[config.mk]
export PLATFORM = sky130hd
export DESIGN_NAME = ula_8_bits_sequencer
export DESIGN_NICKNAME = d
export VERILOG_FILES = /design/src/rtl/ula_8_bits_sequencer.sv
export SDC_FILE = /design/constraint.sdc
export NUM_CORES = 1
export LEC_CHECK = 0
export CAP_MARGIN = 40
export CORE_MARGIN = 10
export CORE_UTILIZATION = 52
export CTS_CLUSTER_SIZE = 20
export DETAILED_ROUTE_END_ITERATION = 10
export PLACE_DENSITY = 0.85
export RECOVER_POWER = 25
export SLEW_MARGIN = 5
export SYNTH_ARGS = -nofsm -noshare
export SYNTH_HDL_FRONTEND = slang
export SYNTH_SLANG_ARGS = --single-unit
[constraint.sdc]
create_clock -name CLK -period 2.6 [get_ports CLK]
set_input_delay 0.39 -clock CLK [delete_from_list [all_inputs] [get_ports CLK]]
set_output_delay 0.39 -clock CLK [all_outputs]
set_load 0.01 [all_outputs]
[src/rtl/ula_8_bits_sequencer.sv]
// rtl/ula_8_bits_sequencer.sv - command/response sequencer driving an 8-bit ULA from an accumulator
// Optional feature: define ULA_SEQ_ZERO_FLAG_EN to add the RES_ZERO output.
module ula_8_bits_sequencer #(
  parameter int         SETTLE_CYCLES = 1,
  parameter logic [7:0] ACC_RESET     = 8'h00
) (
  input  logic       CLK,
  input  logic       RST,
  input  logic       CMD_VALID,
  output logic       CMD_READY,
  input  logic [2:0] CMD_OP,
  input  logic [7:0] CMD_DATA,
  input  logic       CMD_USE_CARRY,
  output logic       RES_VALID,
  input  logic       RES_READY,
  output logic [7:0] RES_DATA,
  output logic       RES_COUT,
  output logic       ERR,
`ifdef ULA_SEQ_ZERO_FLAG_EN
  output logic       RES_ZERO,
`endif
  output logic [7:0] ULA_A,
  output logic [7:0] ULA_B,
  output logic [2:0] ULA_X,
  output logic       ULA_CIN,
  input  logic [7:0] ULA_S,
  input  logic       ULA_COUT
);

  localparam logic [2:0] OP_ADD  = 3'b000;
  localparam logic [2:0] OP_SUB  = 3'b001;
  localparam logic [2:0] OP_LOAD = 3'b111;
  localparam logic [2:0] OP_ILL5 = 3'b101;
  localparam logic [2:0] OP_ILL6 = 3'b110;

  localparam logic [3:0] SETTLE_INIT = 4'(SETTLE_CYCLES);

  typedef enum logic [1:0] {IDLE, ISSUE, RESP} state_t;

  state_t     state;
  logic [7:0] acc;
  logic       carry;
  logic [3:0] cnt;
  logic       ula_arith;

  // Commands are only taken while idle; responses must drain first.
  assign CMD_READY = (state == IDLE);

  // Only ADD/SUB produce a meaningful carry/borrow; logic ops clear the flag.
  assign ula_arith = (ULA_X == OP_ADD) || (ULA_X == OP_SUB);

  // Sequencer FSM: accept, hold ULA inputs for the settle window, capture, respond.
  always_ff @(posedge CLK or posedge RST) begin
    if (RST) begin
      state     <= IDLE;
      acc       <= ACC_RESET;
      carry     <= 1'b0;
      cnt       <= 4'd0;
      RES_VALID <= 1'b0;
      RES_DATA  <= 8'h00;
      RES_COUT  <= 1'b0;
      ERR       <= 1'b0;
`ifdef ULA_SEQ_ZERO_FLAG_EN
      RES_ZERO  <= 1'b0;
`endif
      ULA_A     <= 8'h00;
      ULA_B     <= 8'h00;
      ULA_X     <= 3'b000;
      ULA_CIN   <= 1'b0;
    end else begin
      case (state)
        IDLE: begin
          if (CMD_VALID) begin
            if (CMD_OP == OP_LOAD) begin
              acc       <= CMD_DATA;
              carry     <= 1'b0;
              ERR       <= 1'b0;
              RES_DATA  <= CMD_DATA;
              RES_COUT  <= 1'b0;
`ifdef ULA_SEQ_ZERO_FLAG_EN
              RES_ZERO  <= (CMD_DATA == 8'h00);
`endif
              RES_VALID <= 1'b1;
              state     <= RESP;
            end else if ((CMD_OP == OP_ILL5) || (CMD_OP == OP_ILL6)) begin
              ERR       <= 1'b1;
              RES_DATA  <= acc;
              RES_COUT  <= carry;
`ifdef ULA_SEQ_ZERO_FLAG_EN
              RES_ZERO  <= (acc == 8'h00);
`endif
              RES_VALID <= 1'b1;
              state     <= RESP;
            end else begin
              ULA_A   <= acc;
              ULA_B   <= CMD_DATA;
              ULA_X   <= CMD_OP;
              ULA_CIN <= CMD_USE_CARRY & carry;
              cnt     <= SETTLE_INIT;
              state   <= ISSUE;
            end
          end
        end
        ISSUE: begin
          cnt <= cnt - 4'd1;
          if (cnt == 4'd1) begin
            acc       <= ULA_S;
            carry     <= ula_arith & ULA_COUT;
            ERR       <= 1'b0;
            RES_DATA  <= ULA_S;
            RES_COUT  <= ula_arith & ULA_COUT;
`ifdef ULA_SEQ_ZERO_FLAG_EN
            RES_ZERO  <= (ULA_S == 8'h00);
`endif
            RES_VALID <= 1'b1;
            state     <= RESP;
          end
        end
        RESP: begin
          if (RES_READY) begin
            RES_VALID <= 1'b0;
            state     <= IDLE;
          end
        end
        default: begin
          RES_VALID <= 1'b0;
          state     <= IDLE;
        end
      endcase
    end
  end

endmodule
* Word level (Yosys, flattened, before mapping)
Cells that the tools add are included.
Storage, ports and cells: input bits 25, bits in registers 46, output and inout port bits 32
Operators by class: equal/unequal tests 14, muxes and demuxes 36, reductions and logical operators 11, bitwise gates (word level) 4, add/subtract/negate cells 1
Operator list (number):
- $mux W8 | 6
- $pmux W8 S2 | 2
- $reduce_and A4 Y1 | 5
- $mux W1 | 14
- $mux W4 | 3
- $mux W2 | 5
- $ne A2 B2 Y1 const B | 5
- $eq A3 B3 Y1 const B | 3
- $pmux W4 S2 | 1
- $pmux W1 S2 | 3
- $pmux W2 S3 | 1
- $eq A4 B1 Y1 const B | 1
- $sub A4 B1 Y4 const B | 1
- $eq A3 B1 Y1 const B | 1
- $logic_not A3 Y1 | 1
- $ne A3 B1 Y1 const B | 1
- $pmux W1 S3 | 1
- $reduce_and A3 Y1 | 1
- $and A1 B1 Y1 | 2
- $eq A2 B1 Y1 const B | 1
- $eq A2 B2 Y1 const B | 1
- $logic_not A2 Y1 | 1
- $logic_or A1 B1 Y1 | 2
- $ne A2 B1 Y1 const B | 1
- other kinds (2) | 3

* Depth between registers and ports, before layout
Gate-level depths: netlist (run 1).
depth in word-level cells 6, gate-level depth with buffers 7, depth with buffers taken out 6

* Least setup slack after synthesis (run 1)
No wires, ideal clock.
kind register to register, start reg state[0], end reg carry, clock period less this slack 1551 ps, stages on the path, launching flop included 4, slack 1049 ps, setup time 125 ps, required time 2475 ps, path buffers 0, data arrival time 1426 ps, path through dfrtp_1 -> or3b_4 -> o22ai_4 -> mux2_2
On the way: word-level cells in the longest chain between the ends 3
RTL lines:
- start: declaration | RTL line 40 | state_t state;
- start signal: assignment | RTL line 55 | state <= IDLE;
- start signal: assignment | RTL line 84 | state <= RESP;
- start signal: assignment | RTL line 93 | state <= RESP;
- $eq A2 B1 Y1 / $logic_not A2 Y1 (equally long branches) | RTL line 71 | case (state)
- $ne A2 B2 Y1 (no source line), or another cell as far along
- $reduce_and A4 Y1 (no source line)
- end signal: assignment | RTL line 108 | carry <= ula_arith & ULA_COUT;
- end: declaration | RTL line 42 | logic carry;
Several ways; a longest one is shown, not always the timed one. A chain may end at the register's enable or synchronous reset.

* Worst setup path in the final report (run 1)
start reg state[1], end out CMD_READY
On the way: word-level cells in the longest chain between the ends 1
RTL lines:
- $logic_not A2 Y1 | RTL line 47 | assign CMD_READY = (state == IDLE);
- end: declaration | RTL line 10 | output logic CMD_READY,
Every way passes these cells.

==> results.sh, run 1 <==
export IMPL_synth_sequential_area_ratio=0.541
export IMPL_cts_hold_buf=0
export IMPL_final_antenna_net_count=0
export IMPL_timing_final_setup_violations=0
export IMPL_routabilityCongestion=0.779
export IMPL_core_rowCount=23
export IMPL_grt_remaining_overflow=0
export IMPL_grt_start_max_net_pins=47
export IMPL_clock_power_share=0.149
export IMPL_timing_setup_critical_path_class="reg2out"
export IMPL_p_switching_mw=1.25
export IMPL_netlist_area_sq_um=2130
export IMPL_route_vias_total=1654
export IMPL_overall_global_routing_usage=0.148
export IMPL_drive_above_1_share=0.192
export IMPL_slowest_delay_ns=0.57
export IMPL_synth_fp_nets=222
export IMPL_maxClockFrequency_mhz=494
export IMPL_die_x_um=84.0
export IMPL_seq_area_sq_um=1150
export IMPL_report_final_hold_viol_count=0
export IMPL_top_level_ports=57
export IMPL_number_of_design_rule_violations_left_by_the_first_detailed_router_iteration=79
export IMPL_ctsLongestPathBuffers=2
export IMPL_cp_cell_instances="nor2_1, clkdlybuf4s50_1"
export IMPL_synth_flop_cell="sky130_fd_sc_hd__dfrtp_1"
export IMPL_yosys_top_cells_area="sky130_fd_sc_hd__dfrtp_1 (54%), sky130_fd_sc_hd__mux2_2 (10%), sky130_fd_sc_hd__nor2_1 (4.8%)"
export IMPL_vdd_ir_drop_worst_mv=0.620
export IMPL_cts_tree="built"
export IMPL_cts_sinks=46
export IMPL_cts_clk_slew_worst_paths_ns=0.08
export IMPL_p_seq_frac=0.366
export IMPL_n_antenna_cell=0
export IMPL_power_static_leakage_nw=1.24
export IMPL_worst_ep_required_time_ns=2.21
export IMPL_path_delay_family="buffers and inverters"
export IMPL_switching_share_of_power=0.346
export IMPL_cp_slowest_cell="sky130_fd_sc_hd__clkdlybuf4s50_1"
export IMPL_timing_hold_ws_ns=0.496
export IMPL_finish_net_count=282
export IMPL_synth_top_area_cell="sky130_fd_sc_hd__dfrtp_1"
export IMPL_synthesis_area_per_instance_sq_um=10.9
export IMPL_crit_buf_inv=1
export IMPL_buffer_ports_inserted=56
export IMPL_fillerInstances=299
export IMPL_avgRoutedWirePerCell_um=16.7
export IMPL_slew_limit_headroom=0.257
export IMPL_synthToLayoutAreaGrowth_pct=34.4
export IMPL_core_area_sq_um=3970
export IMPL_die_height_um=84.0
export IMPL_yosysTopAreaCellShare=0.541
export IMPL_drt_first_pass_iters=5
export IMPL_crit_arrival_ns=1.63
export IMPL_multi_input_area_sq_um=892
export IMPL_num_cts_buffers=5
export IMPL_drt_wl_total_um=5110
export IMPL_synth_cell_types=37
export IMPL_postCtsSetupRepairBufs=0
export IMPL_worst_slew_pin_slew_ns=1.11
export IMPL_yosys_register_bits=46
export IMPL_synth_edff_count=0
export IMPL_area_enclosed_by_the_die_boundary_sq_um=7060
export IMPL_maxCapViolCount=0
export IMPL_cts_root_buffer="sky130_fd_sc_hd__clkbuf_8"
export IMPL_cellPowerDensity_nw_per_um2=1260
export IMPL_hold_path_class="reg2reg"
export IMPL_post_route_period_util=0.778
export IMPL_clock_skew_ns=0.0104
export IMPL_grt_pass1_wl_um=8650
export IMPL_intPower_mw=2.36
export IMPL_initial_utilization=0.536
export IMPL_detailedPlacementHpwl_um=3690
export IMPL_setup_tns_final_ns=0
export IMPL_critical_path_endpoint_type="primary output"
export IMPL_power_combinational_fraction=0.486
export IMPL_rsz0062_at_grt="no"
export IMPL_antenna_found_initial=0
export IMPL_drcViolationCount=0
export IMPL_async_reset_ff_frac=1.00
export IMPL_syn_instance_count=195
export IMPL_crit_fanout=12
export IMPL_outcome="finished clean"
export IMPL_critPathLaunchType="flop"
export IMPL_final_period_minus_worst_setup_slack_ns=2.02
export IMPL_routed_via_density=5.42
export IMPL_number_of_global_route_vias_before_repair=1704
export IMPL_worstSkewPairLatency_ns=0.30
export IMPL_cts_htree_levels=2
export IMPL_finalMaxSlewViolations=0
export IMPL_yosysWarningCount=0
export IMPL_ctsResizeCount=0
-- tightest hold or removal path, cell delays in order, from the launching register on --
cell and delay (ns):
sky130_fd_sc_hd__dfrtp_1 0.36, sky130_fd_sc_hd__nand2_1 0.05, sky130_fd_sc_hd__o21ai_0 0.06
-- metal layers --
layer / vias up / global-route usage / wire length, um
li1: 795 / - / -
met1: 797 / 0.173 / 2200
met2: 56 / 0.247 / 2490
met3: 6 / 0.0527 / 337
met4: 0 / 0.0457 / 74
met5: - / 0 / 0
-- through the flow --
step	instances	total power [mW]	instance area (sq um)	utilization	worst slack [ns]
4_1_cts	305	3.65	2870	0.721	0.577
3_3_place_gp	298	3.03	2750	0.693	0.547
5_1_grt	305	3.88	2860	0.721	0.508
3_5_place_dp	298	3.09	2750	0.693	0.525
6_report	305	3.61	2860	0.721	0.577
2_1_floorplan	195	2.31	2130	-	1.05
-- worst paths after layout --
| kind | start | end | slack, ns | cells after the start |
|---|---|---|---|---|
| worst max-delay path | state[1] | CMD_READY | 0.58 | 2 |
| worst min-delay path | ULA_CIN | ULA_CIN | 0.50 | 2 |
| worst max register to register | state[1] | RES_COUT | 0.87 | 5 |
| worst min register to register | ULA_CIN | ULA_CIN | 0.50 | 2 |
| max in group asynchronous | RST | ULA_X[2] | 1.04 | 3 |
| min in group asynchronous | RST | ULA_B[6] | 0.88 | 3 |
-- cells in the mapped netlist, drive strengths merged, types with 2 or more instances --
library cell   n
buf            8
and2           2
o31ai          2
a31o           7
nor2          27
mux2i          8
clkbuf         3
o22ai          4
ha             2
a21oi         18
o21ai          7
inv            7
mux2          19
nand3          3
nand2         18
dfrtp         46
-- power groups by stage --
stage               combinational [mW]  clock, mW  sequential, mW
global placement                  1.71          0            1.32
floorplan                        0.936          0            1.38
global route                      1.93      0.577            1.37
detailed placement                1.76          0            1.33
CTS                               1.78      0.548            1.32
finish                            1.75      0.537            1.32
-- kinds of logic after synthesis --
kind of cell    Yosys count  share of synthesized area
compound gates           44                      0.143
xor+xnor                  1                    0.00411
fa+ha+maj                 2                     0.0117
buf+inv                  18                     0.0405
flops                    46                      0.541
mux                      27                      0.138
simple gates             57                      0.122
-- sequential cells by signal, indices dropped and copies added (netlist names) --
signal and flops:
state 2, RES_COUT 1, ULA_X 3, ULA_A 8
acc 8, RES_VALID 1, ULA_B 8, RES_DATA 8
ULA_CIN 1, ERR 1, cnt 4, carry 1
-- layout by cell type (no fill, tap or decap), types with 2 or more instances in the layout --
cell type	n
sky130_fd_sc_hd__a21oi_1	16
sky130_fd_sc_hd__a21oi_2	2
sky130_fd_sc_hd__a31o_2	7
sky130_fd_sc_hd__and2_1	2
sky130_fd_sc_hd__buf_4	7
sky130_fd_sc_hd__clkbuf_8	6
sky130_fd_sc_hd__clkdlybuf4s50_1	55
sky130_fd_sc_hd__dfrtp_1	46
sky130_fd_sc_hd__ha_1	2
sky130_fd_sc_hd__inv_1	6
sky130_fd_sc_hd__mux2_2	19
sky130_fd_sc_hd__mux2i_1	8
sky130_fd_sc_hd__nand2_1	18
sky130_fd_sc_hd__nand3_1	2
sky130_fd_sc_hd__nor2_1	27
sky130_fd_sc_hd__o21ai_0	6
sky130_fd_sc_hd__o22ai_1	2
sky130_fd_sc_hd__o31ai_1	2
-- area by class of cell --
cell class / count / area share
tap: 50 / 0.0219
clock inverter: 1 / 0.0105
timing repair buffer: 64 / 0.216
multi-input combinational: 131 / 0.312
inverter: 7 / 0.00918
sequential: 46 / 0.402
clock buffer: 6 / 0.0288
Note: power is estimated with default switching activity, not from simulation.
==> inputs of run 2 (changes only) <==
CORE_UTILIZATION = 43   (was 52)
PLACE_DENSITY = 0.75   (was 0.85)
clock period = 1.6 ns   (was 2.6 ns; I/O delays follow)
==> run 2 against run 1 <==
Effect of this change:
- combinational power up 82%
- core utilization is 7.0 points lower
- sequential power increased by 60%
- via count grew 4.4%
- worst setup slack worse by 0.55 ns
- critical endpoint is now RES_DATA[1]
- largest cell class unchanged
==> results.sh, run 2 (same netlist as run 1, synthesis figures left out) <==
export IMPL_critPathLaunchType="flop"
export IMPL_fin_area_sq_um=3090
export IMPL_dr_wl_met3_um=381
export IMPL_p_switching_mw=2.16
export IMPL_min_delay_start="ULA_CIN"
export IMPL_detail_route_wirelength_met1_um=2270
export IMPL_crit_fanout=6
export IMPL_num_cts_buffers=5
export IMPL_final_antenna_net_count=0
export IMPL_timing_final_setup_violations=0
export IMPL_finish_net_count=299
export IMPL_detailedPlacementHpwl_um=3870
export IMPL_initial_utilization=0.448
export IMPL_report_final_hold_viol_count=0
export IMPL_drt_first_pass_iters=4
export IMPL_power_static_leakage_nw=1.34
export IMPL_area_enclosed_by_the_die_boundary_sq_um=8170
export IMPL_intPower_mw=4.18
export IMPL_synthToLayoutAreaGrowth_pct=45.3
export IMPL_grt_pass1_wl_um=8770
export IMPL_worst_slew_pin_slew_ns=1.02
export IMPL_setup_worst_path_end="RES_DATA[1]"
export IMPL_grt_start_max_net_pins=47
export IMPL_antenna_found_initial=0
export IMPL_avgRoutedWirePerCell_um=16.0
export IMPL_core_area_sq_um=4750
export IMPL_cts_clk_slew_worst_paths_ns=0.09
export IMPL_power_combinational_fraction=0.503
export IMPL_finalMaxSlewViolations=0
export IMPL_n_antenna_cell=0
export IMPL_post_route_period_util=0.983
export IMPL_drt_wl_total_um=5430
export IMPL_timing_setup_critical_path_class="reg2reg"
export IMPL_clock_power_share=0.163
export IMPL_die_x_um=90.4
export IMPL_final_period_minus_worst_setup_slack_ns=1.57
export IMPL_worst_r2r_cell_count=5
export IMPL_rsz0062_at_grt="yes"
export IMPL_maxUsedRoutingLayer="met4"
export IMPL_buffer_ports_inserted=56
export IMPL_routed_via_density=5.08
export IMPL_clock_skew_ns=0.00748
export IMPL_critical_path_endpoint_type="flop"
export IMPL_maxCapViolCount=0
export IMPL_drive_above_1_share=0.267
export IMPL_maxClockFrequency_mhz=635
export IMPL_number_of_design_rule_violations_left_by_the_first_detailed_router_iteration=86
export IMPL_cts_htree_levels=2
export IMPL_timing_reg2reg_setup_slack_ns=0.03
export IMPL_cellPowerDensity_nw_per_um2=2050
export IMPL_worst_ep_required_time_ns=1.78
export IMPL_switching_share_of_power=0.341
export IMPL_worstSkewPairLatency_ns=0.30
export IMPL_grt_remaining_overflow=0
export IMPL_drcViolationCount=0
export IMPL_ctsLongestPathBuffers=2
export IMPL_mostFrequentLayoutCells="sky130_fd_sc_hd__clkdlybuf4s50_1 (55), sky130_fd_sc_hd__dfrtp_1 (45), sky130_fd_sc_hd__nor2_1 (26)"
export IMPL_cts_tree="built"
export IMPL_dpl_cell_area_sq_um=2890
export IMPL_timing_hold_ws_ns=0.506
export IMPL_top_level_ports=57
export IMPL_number_of_global_route_vias_before_repair=1788
export IMPL_hold_path_class="reg2reg"
export IMPL_vdd_ir_drop_worst_mv=0.881
export IMPL_route_vias_total=1727
export IMPL_outcome="finished clean"
export IMPL_die_height_um=90.4
export IMPL_routabilityCongestion=0.729
export IMPL_overall_global_routing_usage=0.128
export IMPL_layout_cells_most_common="sky130_fd_sc_hd__clkdlybuf4s50_1"
export IMPL_crit_arrival_ns=1.75
export IMPL_wl_met2_um=2690
export IMPL_r2r_end="RES_DATA[1]"
export IMPL_r2r_start="state[0]"
export IMPL_cts_sinks=46
export IMPL_setup_tns_final_ns=0
export IMPL_p_seq_frac=0.334
export IMPL_cts_root_buffer="sky130_fd_sc_hd__clkbuf_8"
export IMPL_slew_limit_headroom=0.319
export IMPL_crit_start="state[0]"
export IMPL_core_rowCount=25
-- run 2: area by class of cell --
class	count	area (sq um)
fill	389	1660
timing repair buffer	81	767
tap	67	83.8
sequential	46	1150
clock buffer	5	68.8
multi-input combinational	131	927
inverter	7	26.3
clock inverter	3	68.8
-- run 2: metrics by stage --
step	util	cells	setup slack (ns)	power, mW
after floorplan	-	195	0.0490	3.76
after global placement	0.608	327	-0.127	5.07
after global routing	0.651	340	-0.0276	6.77
final	0.651	340	0.0264	6.34
after CTS	0.639	336	-0.0142	6.23
after detailed placement	0.608	327	-0.177	5.16
-- run 2: repair_timing --
action | in CTS | in global routing
pin swaps | 0 | 2
setup buffers | 1 | 2
hold buffers | 0 | 0
setup endpoints to repair | 1 | 19
gates resized for setup | 4 | 9
cloned | 0 | 2
-- run 2: routing by layer --
layer  up-vias  track usage
met1       833        0.146
met4         0       0.0438
met3         7       0.0441
met2        54        0.219
li1        833            -
met5         -            0
-- run 2: power by group through the flow --
| stage | Clock [mW] | Sequential, mW | Combinational, mW |
|---|---|---|---|
| CTS | 1.05 | 2.11 | 3.07 |
| detailed placement | 0 | 2.13 | 3.02 |
| finish | 1.03 | 2.11 | 3.19 |
| global placement | 0 | 2.11 | 2.96 |
| global route | 1.09 | 2.20 | 3.48 |
| floorplan | 0 | 2.24 | 1.52 |
-- run 2: critical path: stages, from the launching register on --
cell	delay, ns
sky130_fd_sc_hd__dfrtp_1	0.40
sky130_fd_sc_hd__buf_6	0.13
sky130_fd_sc_hd__or3b_4	0.41
sky130_fd_sc_hd__o22ai_4	0.19
sky130_fd_sc_hd__buf_2	0.24
sky130_fd_sc_hd__a21oi_1	0.09
-- run 2: how the worst min path moves through the flow --
stage / depth (start not counted) / endpoint
floorplan: 2 / ULA_CIN
global placement: 2 / ULA_CIN
detailed placement: 1 / RES_VALID
CTS: 3 / ULA_A[7]
global route: 1 / ULA_A[6]
finish: 2 / ULA_CIN
